<file path="config.mk">
export PLATFORM = sky130hd
export DESIGN_NAME = trap_sequencer
export DESIGN_NICKNAME = d
export VERILOG_FILES = /design/src/rtl/trap_sequencer_pkg.sv /design/src/rtl/trap_prio_enc.sv /design/src/rtl/trap_sequencer.sv
export SDC_FILE = /design/constraint.sdc
export NUM_CORES = 1
export LEC_CHECK = 0
export BUFFER_PORTS_ARGS = -buffer_cell sky130_fd_sc_hd__buf_2
export CORE_AREA = 2 2 130 132
export CTS_BUF_LIST = sky130_fd_sc_hd__clkbuf_2
export DETAILED_ROUTE_END_ITERATION = 16
export DIE_AREA = 0 0 132 134
export PLACE_DENSITY_LB_ADDON = 0.15
export SYNTH_ARGS = -nofsm -noshare
export SYNTH_HDL_FRONTEND = slang
export SYNTH_SLANG_ARGS = --single-unit
</file>
<file path="constraint.sdc">
create_clock -name CLK -period 2.9 [get_ports CLK]
set_input_delay 0.145 -clock CLK [delete_from_list [all_inputs] [get_ports CLK]]
set_output_delay 0.145 -clock CLK [all_outputs]
set_load 0.005 [all_outputs]
</file>
<file path="src/rtl/trap_sequencer_pkg.sv">
// Shared types and constants for the machine-mode trap sequencer.
// Cause codes, FSM state encoding and the prioritised trap request record.
package trap_sequencer_pkg;

  localparam int TRAP_XLEN = 32;

  localparam logic [3:0] EXC_ILLEGAL = 4'd2;
  localparam logic [3:0] EXC_EBREAK  = 4'd3;
  localparam logic [3:0] EXC_ECALL_M = 4'd11;
  localparam logic [3:0] IRQ_MSI     = 4'd3;
  localparam logic [3:0] IRQ_MTI     = 4'd7;
  localparam logic [3:0] IRQ_MEI     = 4'd11;

  typedef enum logic [2:0] {
    ST_IDLE,
    ST_FLUSH,
    ST_SAVE,
    ST_REDIRECT,
    ST_RET
  } TRAP_SEQ_STATE;

  typedef struct packed {
    logic                 valid;
    logic                 is_irq;
    logic [3:0]           code;
    logic [TRAP_XLEN-1:0] epc;
    logic [TRAP_XLEN-1:0] tval;
  } TRAP_REQ_STRUCT;

  // mcause encoding: interrupt flag in the MSB, code in the low bits.
  function automatic logic [TRAP_XLEN-1:0] mcause_of(input TRAP_REQ_STRUCT r);
    return {r.is_irq, {(TRAP_XLEN-5){1'b0}}, r.code};
  endfunction

endpackage

</file>
<file path="src/rtl/trap_prio_enc.sv">
// Combinational trap selector: exception first, then MEI > MSI > MTI.
// MRET is not handled here; the FSM only considers it when no trap is requested.
module trap_prio_enc
  import trap_sequencer_pkg::*;
(
  input  logic                 exc_valid,
  input  logic [3:0]           exc_cause,
  input  logic [TRAP_XLEN-1:0] exc_pc,
  input  logic [TRAP_XLEN-1:0] exc_tval,
  input  logic                 meip,
  input  logic                 mtip,
  input  logic                 msip,
  input  logic                 mie_bit,
  input  logic [TRAP_XLEN-1:0] mie_reg,
  input  logic [TRAP_XLEN-1:0] next_pc,
  output TRAP_REQ_STRUCT       req
);

  logic mei_en;
  logic mti_en;
  logic msi_en;
  logic unused_mie;

  assign mei_en = mie_bit & meip & mie_reg[11];
  assign mti_en = mie_bit & mtip & mie_reg[7];
  assign msi_en = mie_bit & msip & mie_reg[3];

  assign unused_mie = ^{mie_reg[TRAP_XLEN-1:12], mie_reg[10:8], mie_reg[6:4], mie_reg[2:0]};

  // NOTE: req is cleared before the priority chain so every path assigns it and no latch is inferred.
  always_comb begin
    req = '0;
    if (exc_valid) begin
      req.valid  = 1'b1;
      req.code   = exc_cause;
      req.epc    = exc_pc;
      req.tval   = exc_tval;
    end else if (mei_en || msi_en || mti_en) begin
      req.valid  = 1'b1;
      req.is_irq = 1'b1;
      req.epc    = next_pc;
      if (mei_en)      req.code = IRQ_MEI;
      else if (msi_en) req.code = IRQ_MSI;
      else             req.code = IRQ_MTI;
    end
  end

endmodule

</file>
<file path="src/rtl/trap_sequencer.sv">
// Machine-mode trap entry / MRET sequencer: flush, CSR save, PC redirect.
// Build option VECTORED_MODE_EN: interrupts vector to base + 4*code when mtvec.MODE==1.
module trap_sequencer
  import trap_sequencer_pkg::*;
#(
  parameter int XLEN         = TRAP_XLEN,
  parameter int FLUSH_CYCLES = 2
) (
  input  logic            CLK,
  input  logic            RST,
  input  logic            EXC_VALID,
  input  logic [3:0]      EXC_CAUSE,
  input  logic [XLEN-1:0] EXC_PC,
  input  logic [XLEN-1:0] EXC_TVAL,
  input  logic            MEIP,
  input  logic            MTIP,
  input  logic            MSIP,
  input  logic            MIE_BIT,
  input  logic [XLEN-1:0] MIE_REG,
  input  logic [XLEN-1:0] NEXT_PC,
  input  logic [XLEN-1:0] MTVEC,
  input  logic [XLEN-1:0] MEPC_IN,
  input  logic            MRET_DETECTED,
  output logic            FLUSH,
  output logic            STALL_FETCH,
  output logic            PC_REDIRECT,
  output logic [XLEN-1:0] PC_TARGET,
  output logic            CSR_TRAP_WE,
  output logic            CSR_MRET_WE,
  output logic [XLEN-1:0] MEPC_OUT,
  output logic [XLEN-1:0] MCAUSE_OUT,
  output logic [XLEN-1:0] MTVAL_OUT,
  output logic            BUSY
);

  localparam int CNT_W = (FLUSH_CYCLES > 1) ? $clog2(FLUSH_CYCLES) : 1;

  TRAP_REQ_STRUCT  req;
  TRAP_SEQ_STATE   state_q, state_d;
  logic [CNT_W-1:0] cnt_q, cnt_d;
  logic            irq_q, irq_d;
  logic [XLEN-1:0] cause_q, cause_d;
  logic [XLEN-1:0] epc_q, epc_d;
  logic [XLEN-1:0] tval_q, tval_d;
  logic [XLEN-1:0] target_q, target_d;
  logic [XLEN-1:0] trap_target;
  logic            flush_q, flush_d;
  logic            stall_q, stall_d;
  logic            redir_q, redir_d;
  logic            trap_we_q, trap_we_d;
  logic            mret_we_q, mret_we_d;
  logic            busy_q, busy_d;
  logic            unused_bits;

  trap_prio_enc u_prio (
    .exc_valid (EXC_VALID),
    .exc_cause (EXC_CAUSE),
    .exc_pc    (EXC_PC),
    .exc_tval  (EXC_TVAL),
    .meip      (MEIP),
    .mtip      (MTIP),
    .msip      (MSIP),
    .mie_bit   (MIE_BIT),
    .mie_reg   (MIE_REG),
    .next_pc   (NEXT_PC),
    .req       (req)
  );

`ifdef VECTORED_MODE_EN
  always_comb begin
    trap_target = {MTVEC[XLEN-1:2], 2'b00};
    if (irq_q && MTVEC[1:0] == 2'b01)
      trap_target = trap_target + {{(XLEN-6){1'b0}}, cause_q[3:0], 2'b00};
  end
  assign unused_bits = ^MEPC_IN[1:0];
`else
  assign trap_target = {MTVEC[XLEN-1:2], 2'b00};
  assign unused_bits = ^{MEPC_IN[1:0], MTVEC[1:0], irq_q};
`endif

  always_comb begin
    state_d  = state_q;
    cnt_d    = cnt_q;
    irq_d    = irq_q;
    cause_d  = cause_q;
    epc_d    = epc_q;
    tval_d   = tval_q;
    target_d = target_q;
    unique case (state_q)
      ST_IDLE: begin
        if (req.valid) begin
          state_d = ST_FLUSH;
          cnt_d   = CNT_W'(FLUSH_CYCLES - 1);
          irq_d   = req.is_irq;
          cause_d = mcause_of(req);
          epc_d   = req.epc;
          tval_d  = req.tval;
        end else if (MRET_DETECTED) begin
          state_d  = ST_RET;
          target_d = {MEPC_IN[XLEN-1:2], 2'b00};
        end
      end
      ST_FLUSH: begin
        // Target is captured on the way into SAVE so it stays stable through REDIRECT.
        if (cnt_q == '0) begin
          state_d  = ST_SAVE;
          target_d = trap_target;
        end else begin
          cnt_d = cnt_q - CNT_W'(1);
        end
      end
      ST_SAVE:              state_d = ST_REDIRECT;
      ST_REDIRECT, ST_RET:  state_d = ST_IDLE;
      default:              state_d = ST_IDLE;
    endcase

    // Outputs are decoded from the next state and registered, so they align with the state they describe.
    flush_d   = 1'b0;
    stall_d   = 1'b0;
    redir_d   = 1'b0;
    trap_we_d = 1'b0;
    mret_we_d = 1'b0;
    busy_d    = (state_d != ST_IDLE);
    unique case (state_d)
      ST_FLUSH:    begin flush_d = 1'b1; stall_d = 1'b1; end
      ST_SAVE:     begin flush_d = 1'b1; stall_d = 1'b1; trap_we_d = 1'b1; end
      ST_REDIRECT: redir_d = 1'b1;
      ST_RET:      begin flush_d = 1'b1; redir_d = 1'b1; mret_we_d = 1'b1; end
      default:     ;
    endcase
  end

  // NOTE: sequential state uses non-blocking assignments only; the async reset clears every flop, including the latched trap record.
  always_ff @(posedge CLK or posedge RST) begin
    if (RST) begin
      state_q   <= ST_IDLE;
      cnt_q     <= '0;
      irq_q     <= 1'b0;
      cause_q   <= '0;
      epc_q     <= '0;
      tval_q    <= '0;
      target_q  <= '0;
      flush_q   <= 1'b0;
      stall_q   <= 1'b0;
      redir_q   <= 1'b0;
      trap_we_q <= 1'b0;
      mret_we_q <= 1'b0;
      busy_q    <= 1'b0;
    end else begin
      state_q   <= state_d;
      cnt_q     <= cnt_d;
      irq_q     <= irq_d;
      cause_q   <= cause_d;
      epc_q     <= epc_d;
      tval_q    <= tval_d;
      target_q  <= target_d;
      flush_q   <= flush_d;
      stall_q   <= stall_d;
      redir_q   <= redir_d;
      trap_we_q <= trap_we_d;
      mret_we_q <= mret_we_d;
      busy_q    <= busy_d;
    end
  end

  assign FLUSH       = flush_q;
  assign STALL_FETCH = stall_q;
  assign PC_REDIRECT = redir_q;
  assign PC_TARGET   = target_q;
  assign CSR_TRAP_WE = trap_we_q;
  assign CSR_MRET_WE = mret_we_q;
  assign MEPC_OUT    = epc_q;
  assign MCAUSE_OUT  = cause_q;
  assign MTVAL_OUT   = tval_q;
  assign BUSY        = busy_q;

endmodule

</file>
* Word level (Yosys, flattened, before mapping) *
Cells that the tools add are included.

storage, ports and cells
  bits in registers = 111
  word-level logic and storage cells = 63

cells by class
  $add $sub $neg = 1
  equal/unequal tests = 10
  multiplexer cells = 23
  bitwise logic cells = 6
  reduce and logical (&&, ||, !) cells = 11

operators by type and width
  cell                                                 count
  2-to-1 mux 32 bit                                    4
  one-hot mux 32 bit (2 select lines)                  1
  2-to-1 mux 38 bit                                    1
  2-to-1 mux 36 bit                                    1
  2-to-1 mux 3 bit                                     4
  equality test 3 x 2 -> 1 bit, second input constant  3
  2-to-1 mux 1 bit                                     9
  one-hot mux 3 bit (3 select lines)                   1
  != test 2 bit, second input constant                 4
  AND 1 bit                                            6
  equality test 3 x 1 -> 1 bit, second input constant  2
  2-to-1 mux 4 bit                                     1
  AND reduction 2 bit                                  2
  AND reduction 4 bit                                  1
  OR reduction 2 bit                                   2
  equality test 3 bit, second input constant           1
  zero test 3 bit                                      1
  nonzero test 3 bit                                   1
  OR reduction 3 bit                                   1
  logical OR 1 bit                                     2
  one-hot mux 1 bit (2 select lines)                   1
  nonzero test 2 bit                                   1
  subtractor 1 bit, second input constant              1

* Longest topological paths before layout *
Gate-level depths: netlist (run 1).

  depth after elaboration = 11
  depth in mapped cells = 7

* Hierarchy *
From an unflattened synthesis (run 1), not the netlist that was laid out.

unflattened totals
  cell total of the unflattened synthesis = 472
  area total of the unflattened synthesis = 5804.3 sq um

modules (own cells, without submodules)
  module          instances  cells an instance  area an instance (sq um)
  trap_sequencer  1          312                4907.2
  trap_prio_enc   1          160                897.1

* Worst setup path before layout (run 1) *
OpenSTA, ideal clock, no wires.

  path kind = reg-to-reg
  start point = register state_q[0]
  end point = register target_q[10] (netlist: PC_TARGET[10])
  arrival time = 1823 ps
  data required time = 2775 ps
  path slack = 952 ps
  stages on the path, launching flop included = 8
  buffers on the path = 3
  path through = dfrtp_1 buf_2 or3_4 a211o_1 buf_2 and3_4 buf_6 mux2_4

on the way
  longest elaborated chain between the ends = 3
  elaborated cells between the ends (all ways) = 8

ends and longest elaborated chain
  item                                                                         RTL line               RTL
  start, declared                                                              trap_sequencer.sv:39   TRAP_SEQ_STATE state_q, state_d;
  start signal, assigned                                                       trap_sequencer.sv:150  state_q <= state_d;
  equality test 3 x 1 -> 1 bit / zero test 3 bit (equally long branches)       trap_sequencer.sv:89   unique case (state_q)
  != test 2 bit (no source line) / nonzero test 2 bit (equally long branches)  --
  AND reduction 4 bit (no source line)                                         --
  end signal, assigned                                                         trap_sequencer.sv:156  target_q <= target_d;
  end, declared                                                                trap_sequencer.sv:45   logic [XLEN-1:0] target_q, target_d;

Parallel ways exist; a longest one is shown, timed or not.
A chain may end at the register's enable or synchronous reset.

* Worst setup path after layout (run 1) *
  start point = register state_q[1]
  end point = register epc_q[3] (netlist: MEPC_OUT[3])

on the way
  longest elaborated chain between the ends = 2

ends and longest elaborated chain
  item                                  RTL line               RTL
  zero test 3 bit                       trap_sequencer.sv:89
  AND reduction 2 bit (no source line)  --
  end signal, assigned                  trap_sequencer.sv:154  epc_q <= epc_d;
  end, declared                         trap_sequencer.sv:43   logic [XLEN-1:0] epc_q, epc_d;

Every way passes these cells.

==> results of run 1 <==
-- area by class of cell --
type                       count  area [um2]
inverter                       7        30.0
clock buffer                   9        45.0
clock inverter                 7        90.1
fill                        1455        7990
multi-input combinational    243        1980
tap                          220         275
sequential                   109        2730
antenna                        1        2.50
timing repair buffer         453        3150
-- worst max-delay path, stage by stage (launching register included) --
cell and delay [ns]:
dfrtp_1 0.55, or3_4 0.45, a211o_2 0.43, buf_6 0.27
a221o_1 0.39, dlygate4sd3_1 0.57
-- layout by cell type, fill, tap and decap left out, types with 2 or more instances in the layout --
cell type	count
nand2_1	29
buf_4	8
nand3b_1	2
mux2_2	31
a221o_1	20
a21oi_1	8
nand3_1	2
a22oi_1	13
a22o_1	32
nor2_1	5
inv_6	4
nand2b_1	4
buf_2	275
dlygate4sd3_1	168
conb_1	29
and3_1	21
clkbuf_2	9
o21ai_0	2
a21o_1	2
inv_1	6
nor3_2	2
mux2_4	30
dfrtp_1	109
-- cells in the mapped netlist (all sizes together) --
| library cell | n | share of area |
|---|---|---|
| o22ai | 1 | 0.0013 |
| xnor2 | 1 | 0.0018 |
| inv | 7 | 0.0053 |
| or2 | 1 | 0.0013 |
| mux2 | 61 | 0.16 |
| a22oi | 13 | 0.020 |
| and3 | 22 | 0.029 |
| o211ai | 1 | 0.0015 |
| a21o | 2 | 0.0030 |
| o2bb2a | 1 | 0.0020 |
| nand3b | 2 | 0.0030 |
| a21oi | 8 | 0.0081 |
| nor3 | 2 | 0.0020 |
| clkbuf | 16 | 0.012 |
| a221o | 20 | 0.040 |
| o21ai | 2 | 0.0020 |
| nand2 | 29 | 0.022 |
| or3 | 1 | 0.0023 |
| and2 | 1 | 0.0013 |
| nor2 | 6 | 0.0045 |
| dfrtp | 109 | 0.55 |
| a222oi | 1 | 0.0020 |
| a22o | 32 | 0.056 |
| conb | 1 | 0.00076 |
| nand3 | 2 | 0.0020 |
| nand2b | 4 | 0.0050 |
| a211o | 1 | 0.0018 |
| buf | 41 | 0.059 |
-- metrics by stage --
stage          cells  worst slack (ns)  instance area, um2  power (mW)
6_report        1049             0.127                8300        7.11
5_1_grt         1049          0.000604                8300        7.64
4_1_cts         1048            0.0659                8290        7.15
3_5_place_dp     864             0.653                6480        5.76
3_3_place_gp     864             0.666                6480        5.71
2_1_floorplan    416             0.952                5070        4.60
-- cell families after synthesis --
kind of cell    after synthesis  synth area share
other cells                   1          0.000756
mux                          61             0.161
xor+xnor                      1           0.00177
flops                       109             0.550
simple gates                 70            0.0721
compound gates               82             0.138
buf+inv                      64            0.0762
-- per-layer routing --
metal | vias to the layer above | wire length, um | global-route usage
li1 | 2225 | - | -
met1 | 2304 | 6270 | 0.204
met2 | 203 | 7840 | 0.304
met3 | 19 | 1150 | 0.0514
met4 | 2 | 223 | 0.0513
met5 | - | 13 | 0
-- state kept, by name, indices dropped and copies added, names as in the netlist, 3 cells and up --
register,cells
MTVAL_OUT,32
state_q,3
MEPC_OUT,32
MCAUSE_OUT,5
PC_TARGET,30
-- path summary, 6_finish.rpt --
path / startpoint / end / cells after the start
min in group asynchronous: RST / MEPC_OUT[20]$_DFFE_PP0N_ / 3
worst min-delay path: EXC_VALID / MCAUSE_OUT[31]$_DFFE_PP0N_ / 3
max in group asynchronous: RST / MCAUSE_OUT[2]$_DFFE_PP0N_ / 4
worst min register to register: MEPC_OUT[24]$_DFFE_PP0N_ / MEPC_OUT[24]$_DFFE_PP0N_ / 2
worst max register to register: state_q[1]$_DFF_PP0_ / MEPC_OUT[3]$_DFFE_PP0N_ / 5
worst max-delay path: state_q[1]$_DFF_PP0_ / MEPC_OUT[3]$_DFFE_PP0N_ / 5
-- what timing repair did --
item                                    4_1_cts  5_1_grt
gates resized for setup                       0        1
endpoints found under the setup margin        0        6
endpoints found under the hold margin       135        0
hold buffers                                168        0
-- power by group through the flow --
stage | Clock, mW | Sequential [mW] | Combinational, mW
2_1_floorplan | 0 | 2.69 | 1.91
3_3_place_gp | 0 | 2.66 | 3.06
3_5_place_dp | 0 | 2.65 | 3.11
4_1_cts | 0.820 | 2.64 | 3.70
5_1_grt | 0.882 | 2.74 | 4.03
6_report | 0.778 | 2.64 | 3.69
==> results.yml, run 1 <==
run_status:
  status: "complete, no violations"
cts:
  cts_tree: "built"
  clockBufferDepth: 2
  insertion_delay_ns: 0.63
  cts.sinks: 109
  post_cts_buffers: 0
  numCtsBuffers: 9
  cts_root_buffer: "clkbuf_2"
  path_clk_slew_ns: 0.31
  htreeDepth: 3
logic_synthesis:
  yosysWarnings: 0
  syn_area_um2: 4960
  avgSynthCellArea_um2: 12.8
  yosysUniqueCellTypes: 33
  postSynthCellCount: 388
  synth_seq_cells: 109
  seq_area_frac_synth: 0.550
timing:
  slew_violations: 0
  tightest_slew_ns: 0.772
  fin_crit_sh: 0.956
  fin_hold_ws_ns: 0.0915
  fmax_mhz: 361
  rsz0062_at_grt: "false"
  setup_viol: 0
  finalHoldViolCount: 0
  finalSetupTns_ns: 0
  fin_skew_ns: 0.0386
  max-slew-margin-rel: 0.484
  fin_crit_ns: 2.77
detailed_routing:
  dr.pass1.iters: 4
  ant_nets: 0
  wl_per_cell_um: 14.8
  drc: 0
  drt_iter0_markers: 148
  via_per_inst: 4.53
  vias: 4753
  drt-total-wl_um: 15500
floorplanning:
  die_w_um: 132
  coreArea_um2: 16300
  die_y_um: 134
  io_pins: 338
  start_util: 0.305
  die-area_um2: 17700
  core.rowCount: 47
worst_setup_path:
  worst-path-max-fanout: 48
  ff2ff_setup_slack_ns: 0.13
  critPathKind: "flop to flop"
  start_kind: "flop"
  arrival_ns: 3.28
  crit_required_ns: 3.40
  endpoint_kind: "flop"
global_routing:
  grt_max_degree: 53
  grt_pass1_wl_um: 24800
  overflow: 0
  grt_pass1_vias: 4982
  antenna_found_initial: 2
  grtUsageTotal: 0.173
power:
  combPwrFrac: 0.519
  p_sw_mw: 2.40
  power_leakage_nw: 4.27
  intPower_mw: 4.71
  power.density_nw_per_um2: 857
  netSwitchingFraction: 0.337
  clkPwrFrac: 0.109
  peakVddDrop_mv: 0.374
  seqPwrFrac: 0.372
placement:
  gp_congestion: 0.735
  hpwlAfterDp_um: 9970
  numPortBuffers: 275
layout:
  finalCoreUtilization: 0.509
  drive_gt1_frac: 0.447
  syn_to_final_growth_pct: 67.3
  final_nets: 1027
worst_hold_path:
  min_path_type: "input pin to flop"
job:
  max-cap-violations: 0
No activity file was read; power rests on OpenSTA's default activity.
==> inputs of run 2 (changes only) <==
--- a/config.mk
+++ b/config.mk
@@ -5,11 +5,12 @@
 export SDC_FILE = /design/constraint.sdc
 export NUM_CORES = 1
 export LEC_CHECK = 0
+export ABC_AREA = 1
 export BUFFER_PORTS_ARGS = -buffer_cell sky130_fd_sc_hd__buf_2
-export CORE_AREA = 2 2 130 132
+export CORE_AREA = 2 2 133 135
 export CTS_BUF_LIST = sky130_fd_sc_hd__clkbuf_2
 export DETAILED_ROUTE_END_ITERATION = 16
-export DIE_AREA = 0 0 132 134
+export DIE_AREA = 0 0 135 137
 export PLACE_DENSITY_LB_ADDON = 0.15
 export SYNTH_ARGS = -nofsm -noshare
 export SYNTH_HDL_FRONTEND = slang
==> run 2 against run 1 <==
Hold slack gained 0.0070 ns. Combinational power shrank 5.4%. Register-to-register slack gained 0.64 ns. Final area grew 1.8%. Via count grew 22%. Synthesized cell count grew 76%. Non-clock buffer count shrank 5. Clock-buffer cell count is the same. Worst setup slack gained 0.64 ns. Clock power shrank 5.9%. Sequential share of layout area shrank 0.57 points.
==> results.yml, run 2 <==
cts:
  path_clk_slew_ns: 0.28
  insertion_delay_ns: 0.61
  ctsResizeCount: 0
  cts_tree: "built"
  htreeDepth: 3
  cts.sinks: 109
  clockBufferDepth: 2
  post_cts_buffers: 0
  numCtsBuffers: 9
  cts_root_buffer: "clkbuf_2"
  cts_hold_buf: 163
layout:
  mostFrequentLayoutCell: "nand2_1"
  finalCoreUtilization: 0.495
  drive_gt1_frac: 0.284
  syn_to_final_growth_pct: 60.6
  fillers: 1660
  regArea_um2: 2730
  final_nets: 1303
  fin_cells: 1328
  antenna_cells: 0
  mostFrequentLayoutCells: "354 x nand2_1, 275 x buf_2, 163 x dlygate4sd3_1, 109 x dfrtp_1, 98 x nand3_1"
  multi_input_area_um2: 2150
detailed_routing:
  ant_nets: 0
  drc: 0
  vias: 5816
  drt_iter0_markers: 255
  drt-total-wl_um: 17800
  dr.pass1.iters: 5
  via_per_inst: 4.38
  wl_per_cell_um: 13.4
global_routing:
  antenna_found_initial: 1
  grt_max_degree: 110
  grtUsageTotal: 0.186
  grt_pass1_vias: 5567
  grt_pass1_wl_um: 27400
  overflow: 0
timing:
  finalHoldViolCount: 0
  slew_violations: 0
  fin_crit_ns: 2.14
  finalSetupTns_ns: 0
  fin_skew_ns: 0.0314
  setup_viol: 0
  tightest_slew_ns: 0.763
  fin_crit_sh: 0.737
  fmax_mhz: 468
  rsz0062_at_grt: "false"
  max-slew-margin-rel: 0.491
  fin_hold_ws_ns: 0.0985
worst_hold_path:
  min_path_type: "input pin to flop"
worst_setup_path:
  crit_family: "buffers and inverters"
  crit_top_cell: "nand2_4"
  critical_path.slowest_cell: "dlygate4sd3_1"
  endpoint_kind: "flop"
  critPathKind: "flop to flop"
  worstPathBufferInverterCount: 3
  crit_required_ns: 3.39
  start_kind: "flop"
  worst-path-max-fanout: 104
  arrival_ns: 2.62
  max_stage_delay_ns: 0.56
  crit_chain: "nor2_4, nand2_4, inv_2, nand2_4, buf_12, nand2_1, nand3_1, dlygate4sd3_1"
placement:
  place_inst: 1150
  numPortBuffers: 275
  gp_congestion: 0.742
  hpwlAfterDp_um: 11100
power:
  finalPower_mw: 6.74
  power.density_nw_per_um2: 798
  power_leakage_nw: 4.88
  peakVddDrop_mv: 0.394
floorplanning:
  io_pins: 338
  start_util: 0.308
  die-area_um2: 18500
  die_y_um: 137
  die_w_um: 135
  coreArea_um2: 17100
  core.rowCount: 48
logic_synthesis:
  seq_area_frac_synth: 0.519
  avgSynthCellArea_um2: 7.70
  yosysWarnings: 0
  syn_area_um2: 5260
  postSynthCellCount: 683
  synth-main-ff-cell: "dfrtp_1"
  synth_edf_count: 0
  synth.largest_area_cell: "dfrtp_1"
  synth_seq_cells: 109
  synth_most_common_cell: "nand2_1"
  synth_top_area_frac: 0.519
  yosysUniqueCellTypes: 21
  synth_common_cells: "354 x nand2_1, 109 x dfrtp_1, 98 x nand3_1"
  synth_area_leaders: "dfrtp_1 52%, nand2_1 25%, nand3_1 9.3%, buf_4 4.9%, buf_2 2.3%"
  async_flop_share: 1.00
run_status:
  status: "complete, no violations"
job:
  max-cap-violations: 0
[run 2: cell types whose count changed after synthesis, sizes merged, moves of 9 or more]
cell,previous run,this run
inv,7,16
and3,22,0
mux2,61,0
a22oi,13,0
buf,41,60
a22o,32,0
a221o,20,0
nand4,0,14
nand2,29,358
nand3,2,99
[run 2: cells by family (layout without fill, tap and decap cells)]
logic type / after synthesis / after routing / share of synthesized area
other cells: 1 / 29 / 0.000713
compound gates: 8 / 8 / 0.00880
simple gates: 478 / 478 / 0.378
flops: 109 / 109 / 0.519
buf+inv: 87 / 479 / 0.0935
[run 2: final timing paths]
kind / from / endpoint / slack (ns) / cells after the start
max reg2reg: state_q[2]$_DFF_PP0_ / MEPC_OUT[29]$_DFFE_PP0N_ / 0.76 / 8
max: state_q[2]$_DFF_PP0_ / MEPC_OUT[29]$_DFFE_PP0N_ / 0.76 / 8
min reg2reg: MTVAL_OUT[18]$_DFFE_PP0N_ / MTVAL_OUT[18]$_DFFE_PP0N_ / 0.51 / 2
max in group asynchronous: RST / PC_TARGET[30]$_DFFE_PP0P_ / 2.22 / 4
min in group asynchronous: RST / MTVAL_OUT[11]$_DFFE_PP0N_ / 0.20 / 4
min: MSIP / MCAUSE_OUT[2]$_DFFE_PP0N_ / 0.1 / 6
[run 2: stage by stage]
step / cell area, um2 / setup slack [ns]
floorplan: 5370 / 1.44
global placement: 6700 / 0.993
detailed placement: 6700 / 0.988
CTS: 8450 / 0.761
global route: 8450 / 0.629
finish: 8450 / 0.762
[run 2: cell type report]
class	count	area share
repair buffers	448	0.368
flip-flops and latches	109	0.323
multi-input cells	515	0.254
well taps	225	0.0333
clock inverters	6	0.00844
inverters	16	0.00756
clock buffers	9	0.00533
[run 2: routing by layer]
layer / wire length, um / vias to the layer above / track usage
met5: 0 / - / 0
met4: 254 / 0 / 0.0561
met3: 1350 / 21 / 0.0496
met2: 8550 / 231 / 0.318
met1: 7620 / 2648 / 0.230
li1: - / 2916 / -
[run 2: power breakdown]
group	leakage, nW	internal [mW]	switching, mW
sequential	1.37	2.19	0.326
clock	0.0703	0.204	0.528
combinational	3.44	1.60	1.89
total	4.88	4.00	2.75
[run 2: worst reg2reg max path, cell delays in order, from the launching register on]
cell           delay (ns)
dfrtp_1              0.47
nor2_4               0.15
nand2_4              0.10
inv_2                0.24
nand2_4              0.09
buf_12               0.24
nand2_1              0.14
nand3_1              0.06
dlygate4sd3_1        0.56
==> inputs of run 3 (changes only) <==
==> constraint.sdc (replaced) <==
create_clock -name CLK -period 1.8 [get_ports CLK]
set_input_delay 0.09 -clock CLK [delete_from_list [all_inputs] [get_ports CLK]]
set_output_delay 0.09 -clock CLK [all_outputs]
set_load 0.005 [all_outputs]
==> run 3 against run 2 <==
Clock-buffer cell count increased by 1. Worst setup slack got worse by 0.72 ns. Hold slack got worse by 0.0064 ns. Clock power increased by 82%. Sequential share of layout area decreased by 1.6 points. Combinational power increased by 53%. Critical endpoint is now MCAUSE_OUT[3]$_DFFE_PP0N_. Largest cell class unchanged. Largest power group unchanged. Highest routed layer unchanged.
==> results.yml, run 3 (synthesized netlist as in run 2, its figures left out) <==
detailed_routing:
  via_per_inst: 4.42
  dr.pass1.iters: 4
  drt_iter0_markers: 311
  drc: 0
  ant_nets: 0
  wl_per_cell_um: 14.0
  drt-total-wl_um: 19100
  vias: 6042
global_routing:
  grt_pass1_vias: 5892
  antenna_found_initial: 0
  overflow: 0
  grt_pass1_wl_um: 29200
  grtUsageTotal: 0.198
  grt_max_degree: 59
job:
  max-cap-violations: 0
placement:
  place_inst: 1158
  numPortBuffers: 275
  gp_congestion: 0.746
  hpwlAfterDp_um: 11400
floorplanning:
  coreArea_um2: 17100
  core.rowCount: 48
  io_pins: 338
  die_y_um: 137
  die_w_um: 135
  start_util: 0.308
  die-area_um2: 18500
cts:
  cts_root_buffer: "clkbuf_2"
  insertion_delay_ns: 0.61
  clockBufferDepth: 2
  cts_tree: "built"
  numCtsBuffers: 9
  cts.sinks: 109
  path_clk_slew_ns: 0.31
  htreeDepth: 3
worst_setup_path:
  critPathKind: "input pin to flop"
  critical_path.slowest_cell: "dlygate4sd3_1"
  crit_chain: "buf_2, inv_2, dlygate4sd3_1, buf_8, nand2_1, o21ai_0, dlygate4sd3_1, o21ai_1, dlygate4sd3_1"
  ff2ff_setup_slack_ns: 0.12
  crit_top_cell: "dlygate4sd3_1"
  arrival_ns: 2.33
  endpoint_kind: "flop"
  worst-path-max-fanout: 6
  max_stage_delay_ns: 0.58
  crit_required_ns: 2.37
  start_kind: "input pin"
timing:
  fmax_mhz: 571
  fin_hold_ws_ns: 0.0921
  finalHoldViolCount: 0
  fin_crit_sh: 0.974
  setup_viol: 0
  fin_crit_ns: 1.75
  slew_violations: 0
  fin_skew_ns: 0.0230
power:
  power_leakage_nw: 5.04
  power.density_nw_per_um2: 1210
  finalPower_mw: 10.7
  peakVddDrop_mv: 0.673
layout:
  final_nets: 1340
  mostFrequentLayoutCell: "nand2_1"
  mostFrequentLayoutCells: "354 x nand2_1, 275 x buf_2, 189 x dlygate4sd3_1, 109 x dfrtp_1, 98 x nand3_1"
  drive_gt1_frac: 0.285
  antenna_cells: 0
  fin_cells: 1366
  syn_to_final_growth_pct: 69.2
run_status:
  status: "complete, no violations"
worst_hold_path:
  min_path_type: "input pin to asynchronous set/reset pin"
==> run 3: repair_timing <==
action	in CTS	in global routing
gates resized for setup	0	5
hold endpoints to repair	208	0
hold buffers	189	0
setup buffers	0	3
setup endpoints to repair	0	1
==> run 3: worst max-delay path: cells and delay by family <==
kind / cells / cell delay, ns
AO/OA/AOI/OAI: 2 / 0.20
buffers and inverters: 6 / 1.96
AND/OR/NAND/NOR: 1 / 0.07
==> run 3: path summary, 6_finish.rpt <==
check / start / end / cells past startpoint
setup / recovery: EXC_VALID / MCAUSE_OUT[3]$_DFFE_PP0N_ / 9
hold / removal: RST / MTVAL_OUT[11]$_DFFE_PP0N_ / 4
setup reg to reg: state_q[2]$_DFF_PP0_ / MCAUSE_OUT[3]$_DFFE_PP0N_ / 7
hold reg to reg: MTVAL_OUT[18]$_DFFE_PP0N_ / MTVAL_OUT[18]$_DFFE_PP0N_ / 2
max in group asynchronous: RST / MCAUSE_OUT[31]$_DFFE_PP0N_ / 4
min in group CLK: MSIP / MCAUSE_OUT[31]$_DFFE_PP0N_ / 5
==> run 3: per-layer routing <==
| metal | share of wire | up-vias | routed length, um | global-route usage |
|---|---|---|---|---|
| met1 | 0.42 | 2775 | 7960 | 0.245 |
| met3 | 0.073 | 20 | 1390 | 0.0385 |
| met5 | 0 | - | 0 | 0 |
| met4 | 0.016 | 0 | 303 | 0.0654 |
| li1 | - | 2991 | - | - |
| met2 | 0.50 | 256 | 9470 | 0.348 |
==> run 3: power breakdown <==
group	internal (mW)	switching [mW]
sequential	3.53	0.529
combinational	2.32	3.01
clock	0.482	0.851
total	6.33	4.39
==> run 3: through the flow <==
step	setup TNS, ns	setup WS [ns]	instance area (um2)	util
floorplan	0	0.395	5370	-
global placement	0	0.342	6820	0.400
detailed placement	0	0.328	6820	0.400
CTS	0	0.0213	8860	0.519
global route	-0.00169	-0.00169	8900	0.522
finish	0	0.0472	8900	0.522
==> run 3: final cells by class <==
| class | count | area [um2] |
|---|---|---|
| fill | 1582 | 8160 |
| clock buffer | 10 | 50.0 |
| sequential | 109 | 2730 |
| timing repair buffer | 485 | 3520 |
| inverter | 16 | 66.3 |
| clock inverter | 6 | 93.8 |
| multi-input combinational | 515 | 2160 |
| tap | 225 | 282 |
